### config.mk
export PLATFORM = sky130hd
export DESIGN_NAME = fetch_sequencer
export DESIGN_NICKNAME = d
export VERILOG_FILES = /design/src/rtl/fetch_sequencer.sv
export SDC_FILE = /design/constraint.sdc
export NUM_CORES = 1
export LEC_CHECK = 0
export CORE_AREA = 2 2 58 60
export CTS_CLUSTER_SIZE = 14
export DETAILED_ROUTE_END_ITERATION = 12
export DIE_AREA = 0 0 60 62
export GPL_ROUTABILITY_DRIVEN = 1
export GPL_TIMING_DRIVEN = 0
export PLACE_DENSITY_LB_ADDON = 0.15
export SYNTH_ARGS = -nofsm -noshare
export SYNTH_HDL_FRONTEND = slang
export SYNTH_SLANG_ARGS = --single-unit
### constraint.sdc
create_clock -name i_clock -period 1.7 [get_ports i_clock]
set_input_delay 0.17 -clock i_clock [delete_from_list [all_inputs] [get_ports i_clock]]
set_output_delay 0.17 -clock i_clock [all_outputs]
set_load 0.01 [all_outputs]
### src/rtl/fetch_sequencer.sv
// Host-driven fetch control: loads a program byte stream into instruction memory,
// then runs it continuously or single-stepped, draining the pipeline at program end.
module fetch_sequencer #(
    parameter int NB_BYTE      = 8,
    parameter int MEM_BYTES    = 128,
    parameter int DRAIN_CYCLES = 5
) (
    input  logic               i_clock,
    input  logic               i_reset,
    input  logic [NB_BYTE-1:0] i_rx_data,
    input  logic               i_rx_valid,
    input  logic               i_is_end,
    output logic [NB_BYTE-1:0] o_load_byte,
    output logic               o_load_write_enable,
    output logic               o_pc_reset,
    output logic               o_enable,
    output logic [2:0]         o_state,
    output logic [7:0]         o_byte_count,
    output logic               o_done
);

    typedef enum logic [2:0] {
        IDLE      = 3'd0,
        LOAD      = 3'd1,
        RUN       = 3'd2,
        STEP_WAIT = 3'd3,
        STEP_EXEC = 3'd4,
        DRAIN     = 3'd5,
        DONE      = 3'd6
    } state_t;

    localparam logic [NB_BYTE-1:0] CMD_L = NB_BYTE'(8'h4C);
    localparam logic [NB_BYTE-1:0] CMD_C = NB_BYTE'(8'h43);
    localparam logic [NB_BYTE-1:0] CMD_S = NB_BYTE'(8'h53);
    localparam logic [NB_BYTE-1:0] CMD_N = NB_BYTE'(8'h4E);
    localparam logic [NB_BYTE-1:0] CMD_X = NB_BYTE'(8'h58);
    localparam int DCW = (DRAIN_CYCLES > 1) ? $clog2(DRAIN_CYCLES) : 1;

    state_t         state, state_next;
    logic [DCW-1:0] drain_count;
    logic           ff_run;        // every byte so far in the current aligned word was all-ones
    logic           load_end_pend; // delays the post-load pc_reset by one cycle
    logic           load_accept, load_last, start_pc, clear_count, ff_byte, is_abort;

    assign ff_byte  = (i_rx_data == {NB_BYTE{1'b1}});
    assign is_abort = i_rx_valid && (i_rx_data == CMD_X);

    always_ff @(posedge i_clock) begin
        if (i_reset) state <= IDLE;
        else         state <= state_next;
    end

    always_comb begin
        state_next  = state;
        load_accept = 1'b0;
        load_last   = 1'b0;
        start_pc    = 1'b0;
        clear_count = 1'b0;
        unique case (state)
            IDLE, DONE: begin
                if (i_rx_valid) begin
                    if (i_rx_data == CMD_L) begin
                        state_next  = LOAD;
                        clear_count = 1'b1;
                    end else if (i_rx_data == CMD_C) begin
                        state_next = RUN;
                        start_pc   = 1'b1;
                    end else if (i_rx_data == CMD_S) begin
                        state_next = STEP_WAIT;
                        start_pc   = 1'b1;
                    end
                end
            end
            LOAD: begin
                if (i_rx_valid) begin
                    load_accept = 1'b1;
                    if ((o_byte_count[1:0] == 2'd3 && ff_run && ff_byte) ||
                        (o_byte_count == 8'(MEM_BYTES - 1))) begin
                        load_last  = 1'b1;
                        state_next = IDLE;
                    end
                end
            end
            RUN: begin
                if (is_abort)      state_next = IDLE;
                else if (i_is_end) state_next = DRAIN;
            end
            STEP_WAIT: begin
                if (is_abort)                                state_next = IDLE;
                else if (i_rx_valid && i_rx_data == CMD_N)   state_next = STEP_EXEC;
            end
            STEP_EXEC: begin
                if (is_abort)      state_next = IDLE;
                else if (i_is_end) state_next = DRAIN;
                else               state_next = STEP_WAIT;
            end
            DRAIN: begin
                if (drain_count == DCW'(DRAIN_CYCLES - 1)) state_next = DONE;
            end
            default: state_next = IDLE;
        endcase
    end

    always_ff @(posedge i_clock) begin
        if (i_reset) begin
            drain_count         <= '0;
            ff_run              <= 1'b0;
            load_end_pend       <= 1'b0;
            o_byte_count        <= '0;
            o_load_byte         <= '0;
            o_load_write_enable <= 1'b0;
            o_pc_reset          <= 1'b0;
        end else begin
            drain_count         <= (state == DRAIN) ? drain_count + 1'b1 : '0;
            load_end_pend       <= load_last;
            o_pc_reset          <= start_pc | load_end_pend;
            o_load_write_enable <= load_accept;
            if (load_accept) begin
                o_load_byte  <= i_rx_data;
                o_byte_count <= o_byte_count + 8'd1;
                ff_run       <= (o_byte_count[1:0] == 2'd0) ? ff_byte : (ff_run & ff_byte);
            end
            if (clear_count) begin
                o_byte_count <= '0;
                ff_run       <= 1'b0;
            end
        end
    end

    assign o_state  = state;
    assign o_enable = (state == RUN) || (state == STEP_EXEC) || (state == DRAIN);
    assign o_done   = (state == DONE);

endmodule

; Word level (Yosys, flattened, before mapping)
; Cells that the tools add are included.
[totals]
regBits = 26
input_bits = 12
elab_cells = 77
[op_classes]
addsub = 2
n_eq_ne = 22
n_mux = 26
n_bitwise = 5
n_reduce_logical = 14
[op_table]
columns = operator, n
row1 = == test 8 x 7 -> 1 bit (second input constant), 6
row2 = 2-to-1 mux 3 bit, 13
row3 = one-hot mux 3 bit (6 select lines), 1
row4 = == test 3 bit (second input constant), 4
row5 = 2-to-1 mux 1 bit, 12
row6 = adder 8 x 1 -> 8 bit (second input constant), 1
row7 = == test 8 bit (second input constant), 1
row8 = inequality test 2 bit (second input constant), 4
row9 = AND reduction 7 bit, 1
row10 = == test 3 x 2 -> 1 bit (second input constant), 2
row11 = inequality test 3 bit (second input constant), 2
row12 = OR reduction 2 bit, 3
row13 = logical AND 1 bit, 4
row14 = inequality test 4 bit (second input constant), 1
row15 = adder 3 x 1 -> 3 bit (second input constant), 1
row16 = == test 3 x 1 -> 1 bit (second input constant), 1
row17 = logical NOT 3 bit, 1
row18 = logical OR 1 bit, 3
row19 = NOT 1 bit, 3
row20 = OR reduction 3 bit, 1
row21 = == test 2 bit (second input constant), 1
row22 = logical NOT 2 bit, 1
row23 = bitwise AND 1 bit, 1
row24 = OR 1 bit, 1

; Depth between registers and ports, before layout
[logic_depth]
depth_word = 7
ltp_mapped = 8
mapped_depth_nobuf = 8

; Worst setup path after synthesis
; No wires, ideal clock.
[synth_timing]
kind = input-to-reg
start = input port i_rx_data[7]
end = register state[2] (netlist: o_state[2])
arrival_time_ns = 1.654
setup_slack_ns = -0.073
path_stages = 5
path_buffers = 0
path_cell_list = or4b_1 > or4_4 > a21oi_1 > o22ai_1 > o221a_1
[synth_between]
elab_chain_len = 5
elab_cells_between_ends = 22
classes_between = eq/ne (10) / mux (7) / reduce/logical (5)
[synth_lines]
columns = element, line
row1 = start: declaration, 10  ; input logic [NB_BYTE-1:0] i_rx_data,
row2 = == test 8 x 7 -> 1 bit or == test 8 bit (tied branches), "65, 45"
row3 = 2-to-1 mux 3 bit or logical AND 1 bit (tied branches), "65, 77"
row4 = 2-to-1 mux 3 bit or logical OR 1 bit (tied branches), "62, 77"
row5 = 2-to-1 mux 3 bit or inequality test 2 bit (tied branches), -
row6 = one-hot mux 3 bit (6 select lines) or AND reduction 7 bit (tied branches), -
row7 = end signal: assignment, 50  ; else state <= state_next;
row8 = end: declaration, 39  ; state_t state, state_next;
; Several ways; a longest one is shown, not always the timed one. The select of a mux whose other input is x is not followed.
; A chain may end at the register's enable or synchronous reset.

; Worst setup path in the final report
[layout_timing]
start = register o_byte_count[1]
end = register state[0] (netlist: o_state[0])
[layout_between]
elab_chain_len = 6
elab_cells_between_ends = 7
classes_between = eq/ne (3) / reduce/logical (4)
[layout_lines]
columns = element, line
row1 = start: declaration, 18  ; output logic [7:0] o_byte_count,
row2 = start signal: assignment, 120  ; o_byte_count <= o_byte_count + 8'd1;
row3 = == test 2 bit, 77  ; if ((o_byte_count[1:0] == 2'd3 && ff_run && ff_byte) ||
row4 = logical AND 1 bit (2 in a row), 77
row5 = logical OR 1 bit *, 77
row6 = inequality test 2 bit (no line) *, -
row7 = AND reduction 7 bit (no line) *, -
; Every way passes the cells marked *; elsewhere a longest branch is shown, timed or not.

==> summary.md <==
| Metric | Value |
|---|---|
| Setup TNS | -0.03747 ns |
| Initial antenna violation count | 0 |
| CTS Buf Count | 3 |
| Maximum vdd ir drop | 0.0004003 V |
| Worst skew pair latency | 0.32 ns |
| Iter 0 DRT Violations | 44 |
| Pwr Total | 0.001728 W |
| Synthesized net count | 172 |
| Sequential area share after synthesis | 0.4127 |
| Slew of the pin with the lowest slew margin | 0.6611 ns |
| Pwr/cell area | 957.1 mW/mm^2 |
| Crit path from | o_byte_count[1] |
| Avg Vias per Cell | 5.066 |
| CTS tree | built |
| Via count | 1231 |
| Final hold slack | between 0.2 and 0.3 ns |
| Final min period | around 1.7 ns |
| Top delay family on crit path | simple AND/OR/NAND/NOR gates |
| Die X-Extent | 60 um |
| Number of global-route vias before repair | 1131 |
| H-tree levels | 1 |
| Post-synth top area share | 0.4127 |
| Worst-path clk slew | roughly 0.14 ns |
| Layout area overhead | 43.15% |
| Max FO, Critical Path | 3 |
| Starting density of the core | 0.3967 |
| Startpoint Class | flip-flop |
| Hold wc startpoint | i_rx_data[7] |
| Arr. time, crit path | 1.98 ns |
| CP bufs+invs | 0 |
| I/O Pins | 35 |
| Hpwl dp | around 2.2 mm |
| Leakage | 0.6466 nW |
| YS warnings | 0 |
| Drt drc | 0 |
| First-pass DRT Iterations | 4 |
| Critical path cell sequence | ha_4, nand2_1, or4_4, nand4_1, o211ai_1, nor2_4, mux2i_1 |
| Relative max-transition margin | 0.5563 |
| # Max-Cap Violations | 0 |
| #FFs+latches synth | 26 |
| Clock net sink count | 26 |
| WS Path Type | reg -> reg |
| Hold crit path type | in -> reg |
| Final net count | 214 |
| Mapped Cells | 156 |
| Die area | ~0.0037 mm^2 |
| # port buffers | 34 |
| Worst EP required | 1.96 ns |
| First-pass GRT wire length | 4.809 mm |
| Critical-path top delay cell | or4_4 |
| Final wirelength | 3.045 mm |
| Clock Skew | 0.001036 ns |
| Gr usage total | 0.1684 |
| Fin crit share | 1.012 |
| RSZ-0062 raised after global routing | yes |
| Critical path endpoint category | flip-flop |
| Status | complete, but fails checks |
| Core ar. | about 0.0032 mm^2 |
| Die height | 62 um |
| Final hold vios | 0 |
| Gr ovfl total | 0 |
| Top cells by area, synth | dfxtp_1 41%, nand2_1 8.3%, a21oi_1 5.2% |
| Max incr delay on CP | roughly 0.4 ns |
| CTS Buffer Depth | 2 |
| Top achievable clock speed | between 500 and 600 MHz |
| Post-synthesis cell area | 0.001261 mm^2 |
| Dpl cells | 236 |
| ANT nets after route | 0 |
| Post-Layout Cell Count | between 200 and 250 |
| Worst reg2reg startpoint | o_byte_count[1] |
| Final-report setup violation count | 2 |
| Antenna diode count | 0 |
| Clk root buf | clkbuf_4 |
| Slew Viols, Final | 0 |
| Share of cells above drive strength 1 | 0.1878 |
| Failing checks | setup timing |
| Final WS setup | -0.02065 ns |
| Syn_area_per_cell | 8.085 um^2 |
| Netlist cell types | 36 |
| Pre-CTS WS | -0.6320 ns |
| Post-DR wirelength/cell | 12.53 um |
| GP Congestion | about 0.88 |
| Row cnt | 21 |
| Largest net degree at the start of global routing | 15 |
| Cell taking the most area after synthesis | dfxtp_1 |
worst min-delay path, delay by kind of cell:
family,cells,cell delay [ns]
AND/OR/NAND/NOR,1,0.07
AO/OA/AOI/OAI,1,0.05
buffers and inverters,1,0.27
cell families (layout without fill, tap and decap cells):
| group | Yosys count | in the layout | synth area share |
|---|---|---|---|
| AND/OR/NAND/NOR | 75 | 75 | 0.2956 |
| AO/OA/AOI/OAI | 25 | 25 | 0.1280 |
| buffers and inverters | 15 | 56 | 0.04563 |
| adder cells (fa/ha/maj) | 4 | 4 | 0.03968 |
| XOR/XNOR | 9 | 9 | 0.06250 |
| multiplexers | 2 | 2 | 0.01587 |
| flip-flops | 26 | 26 | 0.4127 |
cells in the final DEF, fill, tap and decap left out, drive strengths merged, types with 3 or more instances in the layout:
master	instances
a21oi	13
and3	3
buf	6
clkbuf	8
clkdlybuf4s50	23
dfxtp	26
dlygate4sd2	11
ha	4
inv	8
nand2	29
nand2b	3
nand3	3
nand4	7
nor2	17
nor3	4
xnor2	3
xor2	6
sequential cells by signal, summed over array words and instances, names as in the netlist:
| register | cells |
|---|---|
| drain_count | 3 |
| ff_run | 1 |
| load_end_pend | 1 |
| o_byte_count | 8 |
| o_load_byte | 8 |
| o_load_write_enable | 1 |
| o_pc_reset | 1 |
| o_state | 3 |
area by class of cell:
| type | instances | area, um^2 |
|---|---|---|
| plain buffers | 5 | 37.54 |
| repair buffers | 39 | 364.1 |
| clock buffers | 4 | 36.28 |
| well taps | 46 | 57.56 |
| flip-flops and latches | 26 | 534.3 |
| fillers | 292 | 1374 |
| multi-input cells | 115 | 745.7 |
| inverters | 8 | 30.03 |
synthesized netlist by cell type, drive strengths merged:
cell type  number
o22ai           2
a21oi          13
and3            3
and4            1
xnor2           3
a31oi           1
a2111oi         1
nand3           3
nand4           7
ha              4
nand4b          1
o221a           1
a221oi          1
nor4b           1
and2            1
clkbuf          6
o21ai           2
dfxtp          26
xor2            6
nor2           17
inv             8
a21bo           1
nor3            4
or3             2
nand2          29
or4             2
nand2b          3
o211ai          1
or4b            1
mux2i           2
buf             1
a211oi          2
metal layers:
layer | GRT usage | up-vias | routed length [um]
li1 | - | 620 | -
met1 | 0.2121 | 584 | 1464
met2 | 0.2780 | 23 | 1442
met3 | 0.02692 | 4 | 98
met4 | 0.08889 | 0 | 39
met5 | 0 | - | 0
stage by stage:
stage	util	instance area [um^2]
2_1_floorplan	-	1274
3_3_place_gp	0.5258	1672
3_5_place_dp	0.5258	1672
6_report	0.5679	1805
5_1_grt	0.5679	1805
4_1_cts	0.5533	1759
path summary, 6_finish.rpt:
| path | end | slack (ns) | cells after the start |
|---|---|---|---|
| max | o_state[0] | -0.02 | 7 |
| min reg2reg | drain_count[0] | 0.42 | 1 |
| max reg2reg | o_state[0] | -0.02 | 7 |
| min | o_load_byte[7] | 0.27 | 3 |
power breakdown:
group,switching (W),total (W),internal [W]
Clock,0.000185,0.000316,0.000131
Sequential,0.0000527,0.000717,0.000664
Combinational,0.000364,0.000695,0.000331
timing repair:
action | in CTS | in global routing
setup endpoints to repair | 22 | 14
gates resized for setup | 26 | 9
pin swaps | 6 | 7
buffers inserted | 3 | 2
hold buffers | 0 | 0
Power figures use the tool's default switching activity.
